[config.mk]
export PLATFORM = sky130hd
export DESIGN_NAME = instruction_fetch
export DESIGN_NICKNAME = d
export VERILOG_FILES = /design/src/rtl/instruction_fetch.sv
export SDC_FILE = /design/constraint.sdc
export NUM_CORES = 1
export LEC_CHECK = 0
export ABC_CLOCK_PERIOD_IN_PS = 3800
export BUFFER_PORTS_ARGS = -buffer_cell sky130_fd_sc_hd__buf_2
export CELL_PAD_IN_SITES_DETAIL_PLACEMENT = 0
export CELL_PAD_IN_SITES_GLOBAL_PLACEMENT = 1
export CORE_UTILIZATION = 47
export DETAILED_ROUTE_END_ITERATION = 16
export HOLD_SLACK_MARGIN = 0.1
export PLACE_DENSITY = 0.9
export SYNTH_ARGS = -nofsm -noshare
export SYNTH_HDL_FRONTEND = slang
export SYNTH_SLANG_ARGS = --single-unit
[constraint.sdc]
create_clock -name clk -period 3.8 [get_ports clk]
set_clock_uncertainty 0.15 [all_clocks]
set_input_delay 0.38 -clock clk [delete_from_list [all_inputs] [get_ports clk]]
set_output_delay 0.38 -clock clk [all_outputs]
set_load 0.005 [all_outputs]
[src/rtl/instruction_fetch.sv]
// Instruction fetch unit: issues one word read at a time to instruction memory
// and buffers returned words with their addresses in a 2-entry FIFO. The FIFO
// head is presented to the decoder. A pc_load redirect flushes the buffer and
// discards any read that is still in flight.
//
// Handshakes:
//   memory  : mem_req/mem_addr are held stable from issue until the cycle
//             mem_ack is seen high; mem_ack while mem_req is low is ignored.
//   decoder : the head entry transfers on every rising edge where ins_valid and
//             ins_ready are both high; ins/ins_pc hold while ins_valid is low.
module instruction_fetch #(
    parameter logic [31:0] RESET_PC = 32'h0000_0000,
    parameter int          DEPTH    = 2
) (
    input  logic        clk,
    input  logic        rst_n,
    output logic        mem_req,
    output logic [31:0] mem_addr,
    input  logic        mem_ack,
    input  logic [31:0] mem_rdata,
    output logic [31:0] ins,
    output logic [31:0] ins_pc,
    output logic        ins_valid,
    input  logic        ins_ready,
    input  logic        pc_load,
    input  logic [31:0] pc_target,
    output logic [1:0]  dbg_state
);

    typedef enum logic [1:0] {
        IDLE    = 2'd0,
        WAIT    = 2'd1,
        DISCARD = 2'd2
    } state_t;

    // The buffer is fixed at two entries: the head lives in ins/ins_pc, the
    // second entry in buf1_*.
    localparam logic [1:0]  FULL        = DEPTH[1:0];
    localparam logic [31:0] RESET_FETCH = {RESET_PC[31:2], 2'b00};

    state_t      state;
    logic        started;
    logic [31:0] fetch_pc;
    logic [1:0]  count;
    logic [1:0]  count_next;
    logic [31:0] buf1_word;
    logic [31:0] buf1_pc;
    logic        pop;
    logic        push;

    // A push only happens for a live read; reads abandoned by a redirect are
    // completed in DISCARD and never written into the buffer.
    assign pop       = ins_valid & ins_ready;
    assign push      = (state == WAIT) & mem_ack & ~pc_load;
    assign dbg_state = state;

    // Next occupancy: flush wins, simultaneous push and pop cancel.
    always_comb begin
        count_next = count;
        if (pc_load) begin
            count_next = 2'd0;
        end else if (push && !pop) begin
            count_next = count + 2'd1;
        end else if (pop && !push) begin
            count_next = count - 2'd1;
        end
    end

    // Request FSM; started delays the first issue by one edge after reset release.
    always_ff @(posedge clk or negedge rst_n) begin
        if (!rst_n) begin
            state    <= IDLE;
            started  <= 1'b0;
            mem_req  <= 1'b0;
            mem_addr <= 32'h0000_0000;
        end else begin
            started <= 1'b1;
            case (state)
                IDLE: begin
                    if (started && !pc_load && (count < FULL)) begin
                        state    <= WAIT;
                        mem_req  <= 1'b1;
                        mem_addr <= fetch_pc;
                    end
                end
                WAIT: begin
                    if (mem_ack) begin
                        state   <= IDLE;
                        mem_req <= 1'b0;
                    end else if (pc_load) begin
                        state <= DISCARD;
                    end
                end
                DISCARD: begin
                    if (mem_ack) begin
                        state   <= IDLE;
                        mem_req <= 1'b0;
                    end
                end
                default: begin
                    state   <= IDLE;
                    mem_req <= 1'b0;
                end
            endcase
        end
    end

    // Next fetch address: redirect target (word aligned) or sequential after a push.
    always_ff @(posedge clk or negedge rst_n) begin
        if (!rst_n) begin
            fetch_pc <= RESET_FETCH;
        end else if (pc_load) begin
            fetch_pc <= pc_target & ~32'h0000_0003;
        end else if (push) begin
            fetch_pc <= fetch_pc + 32'h0000_0004;
        end
    end

    // Two-entry buffer with the head registered directly on ins/ins_pc.
    always_ff @(posedge clk or negedge rst_n) begin
        if (!rst_n) begin
            count     <= 2'd0;
            ins_valid <= 1'b0;
            ins       <= 32'h0000_0000;
            ins_pc    <= 32'h0000_0000;
            buf1_word <= 32'h0000_0000;
            buf1_pc   <= 32'h0000_0000;
        end else begin
            count     <= count_next;
            ins_valid <= (count_next != 2'd0);
            if (!pc_load) begin
                if (push && ((count == 2'd0) || ((count == 2'd1) && pop))) begin
                    ins    <= mem_rdata;
                    ins_pc <= mem_addr;
                end else if (pop && (count == 2'd2)) begin
                    ins    <= buf1_word;
                    ins_pc <= buf1_pc;
                end
                if (push && (((count == 2'd1) && !pop) || ((count == 2'd2) && pop))) begin
                    buf1_word <= mem_rdata;
                    buf1_pc   <= mem_addr;
                end
            end
        end
    end

endmodule

==> reports/summary.txt <==
Antenna Nets Post-Route: 0
Synth warn: 0
Power Density: 660 nW/um^2
Worst path slowest cell: or3_4
Reg-to-reg endpoint: buf1_pc[24]$_DFFE_PN0P_
Final wirelength: 19,200 um
Worst-path fanout max: 62
Top_reg_cell synth: dfrtp_1
EDFF count, synth: 0
Drt wl/cell: 16.5 um
Status: complete, no violations
Synth async-reset ratio: 100%
Fin Setup TNS: 0 ns
Cell Count, Final, Fillers Out: 1,159
IO Count: 169
Worst-margin pin slew: 1.02 ns
Largest net degree at the start of global routing: 81
Vias per cell: 5.31
Initial antenna violation count: 0
Worst-path cell chain: inv_1, ha_1, nand2_1, or3_4, mux2_2
Dpl ws: 1.17 ns
CP Capture Type: flop
Fmax: 383 MHz
Die area: 18,700 um^2
Setup CP Type: reg2reg
First-pass GRT wire length: 31,000 um
Row cnt: 48
Cell taking the most area after synthesis: dfrtp_1
Fin crit period: 2.61 ns
Vias in the first global route: 6,165
Synth Area per Inst: 11.9 um^2
HP Class: in2reg
Most frequent cell after synthesis: dfrtp_1
Commonest cells in the synthesized netlist: dfrtp_1, nand2_1, mux2_2
Clk sink count: 191
Post-Place Cells: 1,065
Worst Setup SP: dbg_state[1]$_DFFE_PN0P_
Grt ovf: 0
Cell count after synthesis: 714
Max_slew headroom: 32.3%
Main area contributors after synthesis: dfrtp_1, mux2_2, mux2i_1, o21ai_0, nand2_1
H-tree Lvls: 4
RSZ-0062 raised after global routing: no
Worst-skew pair later-pin latency: 0.43 ns
Slew Limit Fails: 0
Clock-pin slew on the worst setup and hold paths: 0.07 ns
Total Routing Usage GR: 21.4%
CP Depth: 5
Fin. Hold Viols: 0
Final setup viols: 0
Setup crit end: buf1_pc[24]$_DFFE_PN0P_
Worst Setup Start Kind: flop
GP Congestion: 0.766
Core Region: 17,500 um^2
Unique masters post-synth: 45
Crit share post-route: 68.8%
Data arrival, critical path: 2.78 ns
Share of post-route cells with drive strength above 1: 32.4%
Critical Path RT: 3.96 ns
Initial DRT Pass Iterations: 6
Die X-Extent: 137 um
CTS tree: done
Largest delay contributor family on the critical path: simple AND/OR/NAND/NOR gates
Vias: 6,153
Max stage delay on crit path: 0.79 ns
Initial DRC count: 344
Area share of the largest cell type after synthesis: 56.1%
Worst setup margin: 1.19 ns
Hpwl dp: 12,400 um
Mapped cell area: 8530 um^2
Final Net Count: 997
Reg2Reg Depth: 5
Area growth syn-to-layout: 25.8%
Post-synthesis register bit count: 191
Num CTS Buffers: 17
Clk root buf: clkbuf_16
Pleak: 5.40 nW
Worst R2R Start: dbg_state[1]$_DFFE_PN0P_
Post-CTS sizing: 0
Port Buf Inserts: 162
Height of the die: 137 um
Post-synthesis sequential area ratio: 56.1%
MaxCap Viol Count: 0
Clock Tree Buf Depth: 2
Worst R2R Setup Slack: 1.19 ns
Fin util: 61.4%
Initial core utilization: 48.8%
Ant diodes: 0
IR drop worst, VDD: 344 uV
# DRC: 0
Worst path bufs/invs: 1
Hold_ws: 0.111 ns
-- worst register-to-register path, delay by kind of cell, from the launching register on --
family / cells / cell delay (ns)
DFF: 1 / 0.37
and+or+nand+nor: 2 / 1.10
adders and majority gates: 1 / 0.25
muxes: 1 / 0.55
buffers and inverters: 1 / 0.08
-- stage by stage --
stage	instance area, um^2	power, W
final	10700	0.00708
after global routing	10700	0.00752
after CTS	10700	0.00716
after detailed placement	9470	0.00517
after global placement	9470	0.00507
after floorplan	8540	0.00429
-- power by group --
part | switching (W) | internal [W] | total (W)
logic | 0.000828 | 0.00104 | 0.00187
clock network | 0.000769 | 0.00114 | 0.00191
registers | 0.000524 | 0.00277 | 0.00330
total | 0.00212 | 0.00496 | 0.00708
-- cells by family (layout without fill, tap and decap cells) --
logic type                 Yosys count  count (layout)  synth area share (%)
buffers and inverters               56             273                  3.65
AOI/OAI and AO/OA                  117             117                  7.43
other                                2               5                0.0881
muxes                              157             157                  20.2
adders and majority gates            8               8                  1.14
DFF                                191             191                  56.1
xor gates and xnor gates            13              13                  1.50
and+or+nand+nor                    170             170                  9.95
-- sequential cells by signal (all words and copies together), names as in the netlist --
name and count:
buf1_word 32, ins_valid 1, buf1_pc 30, ins_pc 30, dbg_state 2, mem_req 1, started 1, ins 32
count 2, mem_addr 30, fetch_pc 30
-- per-layer routing --
| metal | global-route usage [%] | part of all wire (%) | up-vias |
|---|---|---|---|
| li1 | - | - | 2945 |
| met1 | 28.0 | 45 | 3042 |
| met2 | 35.9 | 49 | 148 |
| met3 | 4.22 | 4.8 | 18 |
| met4 | 6.60 | 1.1 | 0 |
| met5 | 0 | 0 | - |
-- cells in the final DEF, fill, tap and decap left out, types with 2 or more instances in the layout --
master / Yosys / final
dfrtp_1: 191 / 191
buf_2: 20 / 161
nand2_1: 91 / 91
mux2_2: 83 / 83
o21ai_0: 76 / 76
mux2i_1: 65 / 65
dlygate4sd3_1: 0 / 62
clkbuf_16: 0 / 17
nor2_1: 16 / 16
a31oi_1: 16 / 16
o21ai_1: 10 / 10
nand4_1: 10 / 10
nand3_1: 11 / 10
xor2_1: 10 / 10
inv_1: 9 / 9
mux2_4: 9 / 9
or4_1: 8 / 8
or3_1: 8 / 7
o31ai_1: 7 / 7
ha_1: 7 / 7
buf_4: 6 / 6
a21oi_1: 5 / 5
and4_1: 5 / 5
conb_1: 2 / 5
and3_1: 4 / 4
bufinv_16: 0 / 4
and2_1: 3 / 3
inv_6: 0 / 3
clkbuf_8: 0 / 3
or2_2: 2 / 2
nor2b_1: 2 / 2
xnor2_1: 2 / 2
clkinvlp_4: 0 / 2
clkinv_2: 0 / 2
buf_12: 0 / 2
-- worst min path at each step --
stage	slack, ns	to	startpoint	depth (start not counted)
after floorplan	-0.07	buf1_pc[10]$_DFFE_PN0P_	rst_n	0
after global placement	0.27	ins[4]$_DFFE_PN0P_	rst_n	1
after detailed placement	0.27	ins[4]$_DFFE_PN0P_	rst_n	1
after CTS	0.10	fetch_pc[23]$_DFFE_PN0N_	pc_target[23]	3
after global routing	0.15	fetch_pc[23]$_DFFE_PN0N_	pc_target[23]	3
final	0.11	fetch_pc[23]$_DFFE_PN0N_	pc_target[23]	3
-- cell type report --
cell class | instances | area [um^2]
tap | 225 | 282
inverter | 9 | 33.8
sequential | 191 | 4780
clock inverter | 12 | 180
fill | 1416 | 6750
clock buffer | 20 | 457
multi-input combinational | 470 | 3470
timing repair buffer | 232 | 1530
-- repair_timing --
action / 4_1_cts / 5_1_grt
buffers inserted: 0 / 0
hold endpoints to repair: 160 / 0
hold buffers: 62 / 0
(Power assumes the default switching activity.)
